## config.mk

```make
export PLATFORM = sky130hd
export DESIGN_NAME = bank_unlock_writer_flat
export DESIGN_NICKNAME = d
export VERILOG_FILES = /design/src/rtl/fak6509_pkg.sv /design/src/rtl/bank_unlock_writer_if.sv /design/src/rtl/bank_unlock_writer_rdy_timeout.sv /design/src/rtl/bank_unlock_writer.sv /design/src/flat_wrapper.sv
export SDC_FILE = /design/constraint.sdc
export NUM_CORES = 1
export LEC_CHECK = 0
export CORE_MARGIN = 1.5
export CORE_UTILIZATION = 36
export CTS_BUF_LIST = sky130_fd_sc_hd__clkbuf_8
export CTS_CLUSTER_SIZE = 20
export DETAILED_ROUTE_END_ITERATION = 12
export PLACE_DENSITY = 0.63
export SLEW_MARGIN = 10
export SYNTH_ARGS = -nofsm -noshare
export SYNTH_HDL_FRONTEND = slang
export SYNTH_HIERARCHICAL = 1
export SYNTH_SLANG_ARGS = --single-unit
```

## constraint.sdc

```tcl
create_clock -name phi2_6509 -period 3.2 [get_ports phi2_6509]
set_input_delay 0.64 -clock phi2_6509 [delete_from_list [all_inputs] [get_ports phi2_6509]]
set_output_delay 0.64 -clock phi2_6509 [all_outputs]
set_load 0.02 [all_outputs]
```

## src/rtl/fak6509_pkg.sv

```systemverilog
// Shared 6509 bank-unlock constants: state encoding, key bytes, bank register address, flag values.
// Also used by the adapter bank logic; the FAK6509_VERIFY_EN build adds the readback state.
package fak6509_pkg;

  typedef enum logic [3:0] {
    ST_IDLE,
    ST_RD_SAVE,
    ST_WR_K0,
    ST_WR_K1,
    ST_WR_K2,
    ST_WR_FLAG,
    ST_WR_RESTORE,
    ST_RD_VERIFY,
    ST_DONE
  } state_t;

  localparam logic [15:0] BANK_ADDR_DEF = 16'h0001;
  localparam logic [7:0]  KEY0_DEF      = 8'h55;
  localparam logic [7:0]  KEY1_DEF      = 8'hAA;
  localparam logic [7:0]  KEY2_DEF      = 8'h00;

  localparam logic FLAG_NIBBLE = 1'b0;
  localparam logic FLAG_FULL   = 1'b1;

  // Everything that changes together when a bus cycle is entered.
  typedef struct packed {
    state_t      state;
    logic [15:0] address;
    logic [7:0]  data_out;
    logic        r_w;
    logic        bus_en;
    logic        busy;
    logic        done;
  } bus_reg_t;

  // In nibble mode the responder only keeps the low four bank bits.
  function automatic logic [7:0] verify_expect(input logic full, input logic [7:0] saved);
    return (full == FLAG_FULL) ? saved : {4'h0, saved[3:0]};
  endfunction

endpackage

```

## src/rtl/bank_unlock_writer_if.sv

```systemverilog
// Handshake and bus signals between the unlock sequencer (master) and its initiator/bus (slave).
interface bank_unlock_writer_if;
  logic        req;
  logic        full_en;
  logic        _rdy;
  logic [7:0]  data_in;
  logic [15:0] address;
  logic [7:0]  data_out;
  logic        r_w;
  logic        bus_en;
  logic        busy;
  logic        done;
  logic        err;
  logic [7:0]  saved_bank;

  modport master (
    input  req, full_en, _rdy, data_in,
    output address, data_out, r_w, bus_en, busy, done, err, saved_bank
  );

  modport slave (
    output req, full_en, _rdy, data_in,
    input  address, data_out, r_w, bus_en, busy, done, err, saved_bank
  );
endinterface

```

## src/rtl/bank_unlock_writer_rdy_timeout.sv

```systemverilog
// Counts consecutive stalled (_rdy low) cycles of an owned bus cycle; flags the edge that hits the limit.
module rdy_timeout #(
  parameter int              CNT_W   = 8,
  parameter logic [CNT_W-1:0] TIMEOUT = 8'd255
) (
  input  logic clk,
  input  logic rst_n,
  input  logic active,
  input  logic rdy,
  output logic expired
);

  logic [CNT_W-1:0] count;

  // Asserted on the stalled edge that would take the count to TIMEOUT.
  assign expired = active && !rdy && (count == TIMEOUT - CNT_W'(1));

  always_ff @(posedge clk or negedge rst_n) begin
    if (!rst_n) begin
      count <= '0;
    end else if (!active || rdy || expired) begin
      count <= '0;
    end else begin
      count <= count + CNT_W'(1);
    end
  end

endmodule

```

## src/rtl/bank_unlock_writer.sv

```systemverilog
// 6509 bank-register unlock sequencer: save bank, write key $55,$AA,$00,<flag>, restore, optional readback.
// Define FAK6509_VERIFY_EN to add the RD_VERIFY readback and report mismatch on err.
module bank_unlock_writer
  import fak6509_pkg::*;
#(
  parameter logic [15:0] BANK_ADDR = BANK_ADDR_DEF,
  parameter logic [7:0]  KEY0      = KEY0_DEF,
  parameter logic [7:0]  KEY1      = KEY1_DEF,
  parameter logic [7:0]  KEY2      = KEY2_DEF,
  parameter logic [7:0]  TIMEOUT   = 8'd255
) (
  input logic                  phi2_6509,
  input logic                  _reset,
  bank_unlock_writer_if.master bus
);

  localparam bus_reg_t RST_VAL = '{state: ST_IDLE, address: 16'h0000, data_out: 8'h00,
                                   r_w: 1'b1, bus_en: 1'b0, busy: 1'b0, done: 1'b0};

  bus_reg_t   r;
  logic       flag;
  logic [7:0] saved_bank;
  logic       err;
  logic       expired;

  rdy_timeout #(.CNT_W(8), .TIMEOUT(TIMEOUT)) u_rdy_timeout (
    .clk     (phi2_6509),
    .rst_n   (_reset),
    .active  (r.bus_en),
    .rdy     (bus._rdy),
    .expired (expired)
  );

  // Registered outputs for the cycle that starts when state s is entered.
  function automatic bus_reg_t enter(input state_t s);
    bus_reg_t o;
    o = RST_VAL;
    o.state = s;
    case (s)
      ST_IDLE: ;
      ST_DONE: o.done = 1'b1;
      default: begin
        o.address = BANK_ADDR;
        o.bus_en  = 1'b1;
        o.busy    = 1'b1;
      end
    endcase
    case (s)
      ST_WR_K0:      begin o.r_w = 1'b0; o.data_out = KEY0;            end
      ST_WR_K1:      begin o.r_w = 1'b0; o.data_out = KEY1;            end
      ST_WR_K2:      begin o.r_w = 1'b0; o.data_out = KEY2;            end
      ST_WR_FLAG:    begin o.r_w = 1'b0; o.data_out = {7'b0, flag};    end
      ST_WR_RESTORE: begin o.r_w = 1'b0; o.data_out = saved_bank;      end
      default: ;
    endcase
    return o;
  endfunction

  always_ff @(posedge phi2_6509 or negedge _reset) begin
    if (!_reset) begin
      r          <= RST_VAL;
      flag       <= FLAG_NIBBLE;
      saved_bank <= 8'h00;
      err        <= 1'b0;
    end else begin
      case (r.state)
        ST_IDLE: begin
          if (bus.req) begin
            flag <= bus.full_en;
            err  <= 1'b0;
            r    <= enter(ST_RD_SAVE);
          end
        end
        ST_DONE: r <= enter(ST_IDLE);
        default: begin
          // Abort leaves a partial key behind; the responder drops it on the next non-key write.
          if (expired) begin
            err <= 1'b1;
            r   <= enter(ST_IDLE);
          end else if (bus._rdy) begin
            case (r.state)
              ST_RD_SAVE: begin
                saved_bank <= bus.data_in;
                r          <= enter(ST_WR_K0);
              end
              ST_WR_K0:   r <= enter(ST_WR_K1);
              ST_WR_K1:   r <= enter(ST_WR_K2);
              ST_WR_K2:   r <= enter(ST_WR_FLAG);
              ST_WR_FLAG: r <= enter(ST_WR_RESTORE);
`ifdef FAK6509_VERIFY_EN
              ST_WR_RESTORE: r <= enter(ST_RD_VERIFY);
              ST_RD_VERIFY: begin
                if (bus.data_in != verify_expect(flag, saved_bank)) err <= 1'b1;
                r <= enter(ST_DONE);
              end
`else
              ST_WR_RESTORE: r <= enter(ST_DONE);
`endif
              default: r <= enter(ST_IDLE);
            endcase
          end
        end
      endcase
    end
  end

  assign bus.address    = r.address;
  assign bus.data_out   = r.data_out;
  assign bus.r_w        = r.r_w;
  assign bus.bus_en     = r.bus_en;
  assign bus.busy       = r.busy;
  assign bus.done       = r.done;
  assign bus.err        = err;
  assign bus.saved_bank = saved_bank;

endmodule

```

## src/flat_wrapper.sv

```systemverilog
// flat-port wrapper written by rule: the top's interface ports become plain ports
module bank_unlock_writer_flat import fak6509_pkg::*;
#(
  parameter logic [15:0] BANK_ADDR = BANK_ADDR_DEF,
  parameter logic [7:0]  KEY0      = KEY0_DEF,
  parameter logic [7:0]  KEY1      = KEY1_DEF,
  parameter logic [7:0]  KEY2      = KEY2_DEF,
  parameter logic [7:0]  TIMEOUT   = 8'd255
)
  (phi2_6509, _reset, bus_req, bus_full_en, bus__rdy, bus_data_in, bus_address, bus_data_out, bus_r_w, bus_bus_en, bus_busy, bus_done, bus_err, bus_saved_bank);
  bank_unlock_writer_if bus_i ();
  input logic phi2_6509;
  input logic _reset;
  input wire logic [$bits(bus_i.req)-1:0] bus_req;
  input wire logic [$bits(bus_i.full_en)-1:0] bus_full_en;
  input wire logic [$bits(bus_i._rdy)-1:0] bus__rdy;
  input wire logic [$bits(bus_i.data_in)-1:0] bus_data_in;
  output wire logic [$bits(bus_i.address)-1:0] bus_address;
  output wire logic [$bits(bus_i.data_out)-1:0] bus_data_out;
  output wire logic [$bits(bus_i.r_w)-1:0] bus_r_w;
  output wire logic [$bits(bus_i.bus_en)-1:0] bus_bus_en;
  output wire logic [$bits(bus_i.busy)-1:0] bus_busy;
  output wire logic [$bits(bus_i.done)-1:0] bus_done;
  output wire logic [$bits(bus_i.err)-1:0] bus_err;
  output wire logic [$bits(bus_i.saved_bank)-1:0] bus_saved_bank;
  assign bus_i.req = bus_req;
  assign bus_i.full_en = bus_full_en;
  assign bus_i._rdy = bus__rdy;
  assign bus_i.data_in = bus_data_in;
  assign bus_address = bus_i.address;
  assign bus_data_out = bus_i.data_out;
  assign bus_r_w = bus_i.r_w;
  assign bus_bus_en = bus_i.bus_en;
  assign bus_busy = bus_i.busy;
  assign bus_done = bus_i.done;
  assign bus_err = bus_i.err;
  assign bus_saved_bank = bus_i.saved_bank;
  bank_unlock_writer #(.BANK_ADDR(BANK_ADDR), .KEY0(KEY0), .KEY1(KEY1), .KEY2(KEY2), .TIMEOUT(TIMEOUT)) u_core (.phi2_6509(phi2_6509), ._reset(_reset), .bus(bus_i));
endmodule
```

After elaboration in Yosys (flattened, before gate mapping)
Cells that the tools add are included.
- bits in registers: 50
- input port bits: 13
- output and inout bits: 37
- word-level logic and storage cells: 47
- add/subtract/negate cells: 1
- equal/unequal tests: 9
- multiplexer cells: 9
- bitwise logic cells: 3
- reductions and logical operators: 14
- operators with widths (cell ; number):
    $pmux W32 S6 ; 1
    $mux W32 ; 3
    $pmux W32 S2 ; 1
    $eq A4 B3 Y1 const B ; 3
    $add A8 B1 Y8 const B ; 1
    $eq A4 B2 Y1 const B ; 2
    $eq A8 B8 Y1 const B ; 1
    $mux W8 ; 1
    $eq A4 B1 Y1 const B ; 1
    $eq A4 B4 Y1 const B ; 1
    $logic_not A4 Y1 ; 1
    $reduce_and A2 Y1 ; 2
    $reduce_and A4 Y1 ; 1
    $reduce_bool A4 Y1 ; 1
    $not A1 Y1 ; 3
    $reduce_and A3 Y1 ; 1
    $logic_and A1 B1 Y1 ; 2
    $logic_not A1 Y1 ; 2
    $logic_or A1 B1 Y1 ; 2
    $mux W1 ; 2
    $ne A2 B2 Y1 const B ; 1
    $pmux W1 S2 ; 1
    $reduce_bool A2 Y1 ; 1
    $reduce_or A2 Y1 ; 1

Depth between registers and ports, before layout
Gate-level depths: netlist (run 1).
- depth in word-level cells: 5
- mapped depth: 8
- gate-level depth less buffers: 7

Modules after synthesis
Netlist (run 1), hierarchy kept.
- modules (own cells, without submodules) (module ; instances ; cells each ; area each (um^2) ; seq. area each (um^2)):
    bank_unlock_writer ; 1 ; 132 ; 1348.8 ; 601.8
    rdy_timeout ; 1 ; 40 ; 414.1 ; 200.2

Worst setup path after synthesis (run 1)
No wires, ideal clock.
- path kind: in2reg
- from: in bus__rdy
- to: reg u_core/r[28] (netlist name)
- library setup time: 0.110 ns
- arrival time: 1.901 ns
- required time: 3.090 ns
- path slack: 1.188 ns
- stages: 5
- buffers on the path: 1
- cells stage by stage: nand2b_1 > nor3_1 > clkbuf_1 > o32ai_1 > o41ai_1
- word-level cells in the longest chain between the ends: 5
- elaborated cells on any way between the ends: 7
- classes of those cells: mux: 2; reduce/logical: 5
- ends and longest elaborated chain (item ; RTL line ; RTL):
    start, declared ; flat_wrapper.sv:16 ; input wire logic [$bits(bus_i._rdy)-1:0] bus__rdy;
    $logic_not A1 Y1 * ; bank_unlock_writer_rdy_timeout.sv:16 ; assign expired = active && !rdy && (count == TIMEOUT - CNT_W'(1));
    $logic_and A1 B1 Y1 * (2 in a row) ; bank_unlock_writer_rdy_timeout.sv:16 ;
    via u_core.expired ; bank_unlock_writer.sv:24 ; logic expired;
    $mux W32 / $reduce_bool A4 Y1 (equally long branches) ; n/a ;
    $pmux W32 S2 / $reduce_and A2 Y1 (equally long branches) ; n/a ;
    end signal, assigned ; bank_unlock_writer.sv:71 ; r <= enter(ST_RD_SAVE);
    end signal, assigned ; bank_unlock_writer.sv:79 ; r <= enter(ST_IDLE);
    end signal, assigned ; bank_unlock_writer.sv:84 ; r <= enter(ST_WR_K0);
    end, declared ; bank_unlock_writer.sv:20 ; bus_reg_t r;
The timed path passes the listed nets; every way through them passes the cells marked *.
A chain may end at the register's enable or synchronous reset.

Worst setup path after layout (run 1)
- from: in bus__rdy
- to: reg u_core.r (netlist bit u_core/bus.data_out[6])
Same word-level chain as after synthesis.

==> results of run 1 <==
[report_power, final]
part | total [W] | internal, W | switching [W]
combinational | 0.000848 | 0.000432 | 0.000416
sequential | 0.000737 | 0.000551 | 0.000186
clock | 0.000318 | 0.000171 | 0.000146
[state kept, by name (all words and copies together), names as in the netlist]
name,count
u_core/bus.data_out,8
u_core/bus.saved_bank,8
u_core/u_rdy_timeout/count,8
u_core/r,3
u_core/bus.address,1
u_core/bus.done,1
u_core/bus.err,1
u_core/bus.r_w,1
u_core/flag,1
[cell usage after synthesis (all sizes together) (2+ instances only)]
library cell  number
buf               27
a21oi             14
o32ai              2
o21ai              8
nand2b             3
nand3              4
or2b               2
ha                 2
o2bb2ai            4
mux2i              4
or4                2
nor2               9
o21bai             2
dfrtp             31
nand4              3
nand4b             2
o32a               2
a31oi              3
nor3               4
clkbuf             5
nand2              3
inv                9
mux2               8
and3b              3
[final cells by class]
cell class	count	area share
clock inverters	2	0.00526
repair buffers	38	0.173
inverters	9	0.0158
clock buffers	6	0.0386
well taps	67	0.0392
flip-flops and latches	32	0.375
multi-input cells	113	0.354
[worst min path at each step]
stage                          startpoint                                 to  slack [ns]  cells after the start
2_1_floorplan                      _reset  u_core/bus.address[0]$_DFFE_PN0P_        0.34                      0
3_3_place_gp   u_core/bus.r_w$_DFFE_PN1P_         u_core/bus.r_w$_DFFE_PN1P_        0.47                      2
3_5_place_dp   u_core/bus.r_w$_DFFE_PN1P_         u_core/bus.r_w$_DFFE_PN1P_        0.47                      2
4_1_cts        u_core/bus.r_w$_DFFE_PN1P_         u_core/bus.r_w$_DFFE_PN1P_        0.48                      2
5_1_grt        u_core/bus.r_w$_DFFE_PN1P_         u_core/bus.r_w$_DFFE_PN1P_        0.51                      2
6_report       u_core/bus.r_w$_DFFE_PN1P_         u_core/bus.r_w$_DFFE_PN1P_        0.47                      2
[cell families (layout without fill, tap and decap cells)]
| kind of cell | after synthesis | count (layout) | synth area share |
|---|---|---|---|
| buffers and inverters | 41 | 55 | 0.145 |
| XOR/XNOR | 2 | 2 | 0.00994 |
| other | 1 | 15 | 0.00213 |
| multiplexers | 12 | 12 | 0.0738 |
| adder cells (fa/ha/maj) | 2 | 2 | 0.0142 |
| AO/OA/AOI/OAI | 41 | 41 | 0.151 |
| flip-flops | 32 | 32 | 0.455 |
| AND/OR/NAND/NOR | 41 | 41 | 0.148 |
[tightest hold or removal path, cell delays in order, from the launching register on]
cell,delay [ns]
sky130_fd_sc_hd__dfstp_2,0.37
sky130_fd_sc_hd__inv_1,0.04
sky130_fd_sc_hd__mux2i_1,0.05
[per-stage QoR]
| stage | instance area [µm²] | utilization | std cells |
|---|---|---|---|
| after floorplan | 1820 | - | 186 |
| after global placement | 2050 | 0.433 | 259 |
| after detailed placement | 2050 | 0.433 | 259 |
| after CTS | 2140 | 0.453 | 267 |
| after global routing | 2140 | 0.453 | 267 |
| final | 2140 | 0.453 | 267 |
[routing by layer]
layer | share of wire | vias to the layer above | global-route usage
li1 | - | 628 | -
met1 | 0.48 | 627 | 0.192
met2 | 0.44 | 59 | 0.190
met3 | 0.059 | 2 | 0.0331
met4 | 0.012 | 0 | 0.0629
met5 | 0 | - | 0
==> summary by stage, run 1 <==
Pwr
Dividing total power by cell area gives a power density of 889 nW/µm². The overall power after layout is approximately 0.0019 W. IR analysis of the VDD net gives a maximum drop of ~0.4 mV. In this run the static leakage power is slightly above 0.9 nW.

Detailed routing
The detail route stage leaves a number of antenna-violating nets equal to 0. The routed length per placed instance is around 13 µm. The routed wire length is 3.44 mm. The routed via count is around 1300. The first-iteration detailed-routing DRC count is 176.

The iteration count of the initial detailed-routing pass is 4. In the routed design, unresolved DRC markers number 0. In the routed layout, each cell is associated on average with a via count of between 4 and 5.

Critical path
The cell family contributing the most delay on the critical path is simple AND/OR/NAND/NOR gates. The number of cells on the worst reg-to-reg path is 8. The end of the worst register-to-register path is u_core/bus.data_out[6]$_DFFE_PN0P_. The worst setup path is captured at a flip-flop. Among all stages on the critical path, the largest delay is contributed by sky130_fd_sc_hd__clkdlybuf4s50_1. The startpoint type of the worst setup path is a primary input. The critical path runs through a total of 7 cells. The start point of the critical path is bus__rdy. The required arrival time at the worst endpoint is 3.40 ns. For the worst setup path, the data arrival time is between 2 and 2.5 ns.

The delay contributed by the slowest stage of the critical path is 0.49 ns. The number of buffers and inverters on the critical path is 2. The critical path ends at u_core/bus.data_out[6]$_DFFE_PN0P_. The critical path is of the primary input to flip-flop type. The worst setup slack for register-to-register paths is 1.15 ns.

The critical path goes through clkdlybuf4s50_1, nand2b_1, nor3_1, buf_4, nor4b_1, o21ai_0, mux2i_1. The biggest fanout along the worst timing path is 11. The reg-to-reg critical path startpoint is u_core/u_rdy_timeout/count[0]$_DFF_PN0_.

Floorplanning
The total area inside the core boundary comes to around 4700 µm². The die covers about 5300 µm². The horizontal die dimension is 73.0 µm. Measured along the y axis, the die boundary spans between 70 and 80 µm. In this run the count of I/O pins placed on the die edge is 50. The initial utilization of the core area, before any placement, comes to 0.373. The floorplan has 25 rows.

GRT
The global-route wire length before repair is ~5.4 mm. The initial antenna violation count is 0. The via count of the first global-routing pass is between 1000 and 1500. Entering global routing, the biggest net connects 33 pins. Across every metal layer, demand over resource in global routing totals 0.134. For this run the aggregate overflow at the end of global routing stands at 0.

Clocking
The clock tree buffer depth is 2. Once the clock tree was built, the setup fixing pass inserted 0 buffers. The post-cts gate resize count is 0.

TritonCTS built the clock tree. The clock tree synthesis step divided the H-tree into 2 levels. The count of clock tree sinks is 32. In this run, CTS created clock tree buffers numbering 5. Clock-pin slew was measured on the worst setup and hold paths at ~0.070 ns.

The source-to-sink clock delay at the later pin of the worst-skew pair is ~0.28 ns. In this run, post-CTS hold repair placed 0 buffers. The clock root buffer is sky130_fd_sc_hd__clkbuf_8.

Status
The run finished with clean final reports.

Synthesis
Counting flops with an async set or reset pin after synthesis yields a share of 1.00. The count of synthesis-stage warnings from yosys is 6. The synthesized cell area is 1760 µm². After synthesis the netlist holds a flip-flop and latch count of 32. The top cell type by total area after synthesis is sky130_fd_sc_hd__dfrtp_1. The number of synthesized flops with an enable pin is 0. Synthesis instantiated 44 different standard cells from the library. By area the synthesized netlist is led by sky130_fd_sc_hd__dfrtp_1 (44%), sky130_fd_sc_hd__buf_4 (11%), sky130_fd_sc_hd__mux2_2 (5.1%). The gate count of the mapped netlist is 172. The leading register cell type out of synthesis is sky130_fd_sc_hd__dfrtp_1. The mean post-synth cell area is between 10 and 15 µm². The share of synthesized area in the top cell type comes to 0.440. The sequential-to-total area share from yosys stat is 0.455.

STA
The worst setup margin is between 0.9 and 1 ns. Setup violations remaining at the end of the flow were counted as 0. The worst max-slew margin expressed relative to the limit is 0.580.

The hold violation total from the final report came to 0. The final worst clock skew is between 0.006 and 0.007 ns. For the final routed database, the setup TNS stands at 0 ns. The worst hold slack is about 0.47 ns.

The fraction of the cycle the final worst path needs is 0.709. The highest clock rate is between 400 and 500 MHz. The worst-margin pin slew is between 0.6 and 0.7 ns.

The final critical delay including setup and external delays is 2.27 ns. Setup repair after global routing left no endpoint under its margin. The number of slew-limit violations in the final report is 0.

Placed design
During placement, the flow inserted port buffers numbering 34. The worst setup timing slack at the placement stage is 0.630 ns. Detailed placement ended at an HPWL of 2.38 mm. The weighted congestion reported at the end of routability-driven placement is about 0.78.

Final layout
The top cell types in the final layout, fill and taps aside, are sky130_fd_sc_hd__clkdlybuf4s50_1 (34), sky130_fd_sc_hd__dfrtp_1 (31), sky130_fd_sc_hd__conb_1 (15), sky130_fd_sc_hd__a21oi_1 (14), sky130_fd_sc_hd__inv_1 (10). The area used by multi-input combinational logic is 757 µm². The most common library cell in the layout ignoring fill and taps is sky130_fd_sc_hd__clkdlybuf4s50_1. In the final layout, flip-flops and latches occupy about 800 µm². The number of inserted filler cells in the final layout is between 400 and 500. The fraction of final layout cells sized beyond drive strength 1 is 0.115. The layout overhead on the synthesized area is 21.4%.

The final antenna diode count is 0. The final layout contains around 210 nets.

Job
Across the run, the number of max-cap violations was 0.

Min path
The class of the tightest hold or removal check is flip-flop to flip-flop.
No activity file was read; power rests on OpenSTA's default activity.
==> inputs of run 2 (changes only) <==
==> constraint.sdc (replaced) <==
create_clock -name phi2_6509 -period 2.1 [get_ports phi2_6509]
set_input_delay 0.42 -clock phi2_6509 [delete_from_list [all_inputs] [get_ports phi2_6509]]
set_output_delay 0.42 -clock phi2_6509 [all_outputs]
set_load 0.02 [all_outputs]
==> run 2 against run 1 <==
  * Power is 60% higher
  * Clock power increased by 53%
  * Register-to-register slack got worse by 0.99 ns
  * Die area stayed put
  * First-iteration DRC count decreased by 39%
  * Sequential share of layout area is 1.7 points lower
  * Critical path type is now flip-flop to flip-flop
  * Largest power group unchanged
==> summary by stage, run 2 (same netlist as run 1, synthesis figures left out) <==
Final layout
The final core utilization is 0.475 (was 0.453). The fraction of final layout cells sized beyond drive strength 1 came to 0.175 (was 0.115). The layout overhead on the synthesized area is 27.3% (was 21.4%).

Most frequent cells in the layout: sky130_fd_sc_hd__clkdlybuf4s50_1 (34), sky130_fd_sc_hd__dfrtp_1 (31), sky130_fd_sc_hd__conb_1 (15), sky130_fd_sc_hd__a21oi_1 (14), sky130_fd_sc_hd__buf_4 (14) (was sky130_fd_sc_hd__clkdlybuf4s50_1 (34), sky130_fd_sc_hd__dfrtp_1 (31), sky130_fd_sc_hd__conb_1 (15), sky130_fd_sc_hd__a21oi_1 (14), sky130_fd_sc_hd__inv_1 (10)). The post-route non-filler standard cell count came to 278 (was 267). The most common library cell in the layout ignoring fill and taps is sky130_fd_sc_hd__clkdlybuf4s50_1 (unchanged). The final antenna diode count is 0 (unchanged).

The finished layout cell area was 2240 µm² (was 2140 µm²). The number of nets at the end of the flow was 225 (was 214).

GRT
The pin count of the biggest net entering global routing is 33 (unchanged). The global routing usage on met3 is 0.0373 (was 0.0331). The global-route wire length before repair is 5.62 mm (was 5.40 mm). The most heavily used metal layer in global routing is met1 (unchanged).

The combined global-route utilization of all metal layers came to 0.138 (was 0.134). The leftover overflow at the end of global routing is 0 (unchanged). The initial antenna violation count is 0 (unchanged). The via count of the first global-routing pass is 1160 (was 1102). The routing usage on met2 is 0.184 (was 0.190). The met1 usage is 0.209 (was 0.192).

Critical path
The reg-to-reg critical path startpoint is u_core/u_rdy_timeout/count[1]$_DFF_PN0_ (was u_core/u_rdy_timeout/count[0]$_DFF_PN0_). The end of the worst register-to-register path is u_core/bus.data_out[2]$_DFFE_PN0P_ (was u_core/bus.data_out[6]$_DFFE_PN0P_). The number of cells traversed by the worst register-to-register path was 7 (was 8). The endpoint arrival time on the critical path is 2.14 ns (was 2.47 ns). The required arrival time at the worst endpoint is 2.30 ns (was 3.40 ns). The worst setup path endpoint is u_core/bus.data_out[2]$_DFFE_PN0P_ (was u_core/bus.data_out[6]$_DFFE_PN0P_). The critical setup path kind was flip-flop to flip-flop (was primary input to flip-flop). The start point of the critical path is u_core/u_rdy_timeout/count[1]$_DFF_PN0_ (was bus__rdy).

The biggest fanout along the worst timing path was 11 (unchanged). The worst setup slack for register-to-register paths is 0.16 ns (was 1.15 ns). The startpoint type of the worst setup path is a flip-flop (was primary input). The endpoint kind of the worst setup timing path is a flip-flop (unchanged).

Clocking
The count of clock tree sinks is 32 (unchanged). The number of buffers added for setup after CTS came to 0 (unchanged). The source-to-sink clock delay at the later pin of the worst-skew pair is 0.28 ns (about the same). The register clock-pin slew on the reported worst setup and hold paths is 0.06 ns (was 0.07 ns). The total CTS buffers came to 5 (unchanged). The CTS H-tree depth is 2 (unchanged). The clock tree from TritonCTS was built (unchanged). The clock root buffer was sky130_fd_sc_hd__clkbuf_8 (unchanged).

The clock tree buffer depth is 2 (unchanged).

STA
The worst setup margin came to 0.157 ns (was 0.932 ns). The number of slew-limit violations in the final report is 0 (unchanged). The hold violation total from the final report is 0 (unchanged). RSZ-0062 raised after global routing: no (unchanged). The total of endpoints with negative setup slack in the final report is 0 (unchanged).

The highest clock rate is ~500 MHz. The worst-margin pin slew is 0.622 ns (was 0.625 ns). The final critical delay including setup and external delays is about 2 ns.

The final-layout setup total negative slack came to 0 ns (unchanged). The final worst clock skew came to 0.00699 ns (was 0.00641 ns). The worst max-slew margin expressed relative to the limit is 0.575 (was 0.580). The fraction of the cycle the final worst path needs is 0.925.

Detailed routing
The first-iteration detailed-routing DRC count came to 108 (was 176). The routed length per placed instance is 12.6 µm (was 12.9 µm). The average vias per placed instance is 4.73 (was 4.93). The iteration count of the initial detailed-routing pass is 4 (unchanged). The remaining design rule violation count is 0 (unchanged). The routed via count was 1314 (was 1316).

The routed wire length came to 3.50 mm (was 3.44 mm). The count of nets left with antenna violations after detail routing is 0 (unchanged).

Placed design
The number of placed instances with taps included is 270 (was 259). The number of buffers inserted by port buffering is 34 (unchanged). The post-detailed-placement cell area is 2140 µm² (was 2050 µm²).

The worst setup timing slack at the placement stage is -0.0885 ns (was 0.630 ns). The weighted congestion reported at the end of routability-driven placement is 0.813 (was 0.780). The total half-perimeter wirelength after legalization and detailed placement was 2.46 mm (was 2.38 mm).

Floorplanning
The horizontal die dimension is 73.0 µm (unchanged). The area of the die is 5330 µm² (unchanged). The number of primary I/O pins is 50 (unchanged).

The die height was 73.0 µm (unchanged). The effective utilization at floorplan is 0.373 (unchanged). The number of cell rows was 25 (unchanged). The placeable core region is 4720 µm² (unchanged).

Min path
The class of the tightest hold or removal check is flip-flop to flip-flop (unchanged).

Status
Outcome: finished clean (unchanged).

Pwr
The power per cell area is 1360 nW/µm² (was 889 nW/µm²). The highest ir drop seen on vdd is 0.640 mV (was 0.393 mV). The leakage component of the power is 0.986 nW (was 0.924 nW).

Job
The count of maximum capacitance violations is 0 (unchanged).
==> run 2: changes by cell type in the layout (fill, tap and decap cells not counted) <==
cell	previous run	this run
sky130_fd_sc_hd__nor4b_1	1	0
sky130_fd_sc_hd__inv_1	10	9
sky130_fd_sc_hd__buf_4	4	14
sky130_fd_sc_hd__ha_2	0	1
sky130_fd_sc_hd__ha_1	2	1
sky130_fd_sc_hd__clkinvlp_4	1	0
sky130_fd_sc_hd__buf_12	0	1
sky130_fd_sc_hd__nor4b_2	0	1
sky130_fd_sc_hd__clkinv_2	0	2
==> run 2: final cells by class <==
cell class,count,area [µm²]
clock buffers,6,82.6
clock inverters,2,10.0
fillers,470,2480
inverters,9,33.8
multi-input cells,113,766
flip-flops and latches,32,802
well taps,67,83.8
repair buffers,49,465
==> run 2: worst max-delay path, cell delays in order, from the launching register on <==
cell and delay [ns]:
sky130_fd_sc_hd__dfrtp_1 0.44, sky130_fd_sc_hd__ha_2 0.25, sky130_fd_sc_hd__nand3_1 0.13, sky130_fd_sc_hd__nor3_1 0.23, sky130_fd_sc_hd__buf_4 0.23, sky130_fd_sc_hd__o32a_1 0.25
sky130_fd_sc_hd__buf_4 0.16, sky130_fd_sc_hd__mux2i_1 0.18
==> run 2: what timing repair did <==
item / CTS / global route
hold buffers: 0 / 0
resized for setup: 0 / 2
endpoints found under the setup margin: 0 / 3
==> run 2: routing by layer <==
layer	wire, µm	up-vias
met5	0	-
met4	44	0
met3	155	4
met2	1530	37
met1	1780	622
li1	-	651
==> run 2: power by group <==
group / total (W) / internal [W] / switching, W
Combinational: 0.00151 / 0.000777 / 0.000733
Sequential: 0.00105 / 0.000840 / 0.000209
Clock: 0.000485 / 0.000261 / 0.000224
==> run 2: per-stage QoR <==
stage / total power (W) / hold slack [ns]
2_1_floorplan: 0.00201 / 0.124
3_3_place_gp: 0.00256 / 0.466
3_5_place_dp: 0.00256 / 0.476
4_1_cts: 0.00307 / 0.485
5_1_grt: 0.00325 / 0.515
6_report: 0.00304 / 0.486
==> run 2: how the worst min path moves through the flow <==
stage / slack [ns] / startpoint / endpoint / cells after the start
after floorplan: 0.12 / _reset / u_core/bus.address[0]$_DFFE_PN0P_ / 0
after global placement: 0.47 / u_core/bus.r_w$_DFFE_PN1P_ / u_core/bus.r_w$_DFFE_PN1P_ / 2
after detailed placement: 0.48 / u_core/bus.r_w$_DFFE_PN1P_ / u_core/bus.r_w$_DFFE_PN1P_ / 2
after CTS: 0.48 / u_core/bus.r_w$_DFFE_PN1P_ / u_core/bus.r_w$_DFFE_PN1P_ / 2
after global routing: 0.51 / u_core/bus.r_w$_DFFE_PN1P_ / u_core/bus.r_w$_DFFE_PN1P_ / 2
final: 0.49 / u_core/bus.r_w$_DFFE_PN1P_ / u_core/bus.r_w$_DFFE_PN1P_ / 2
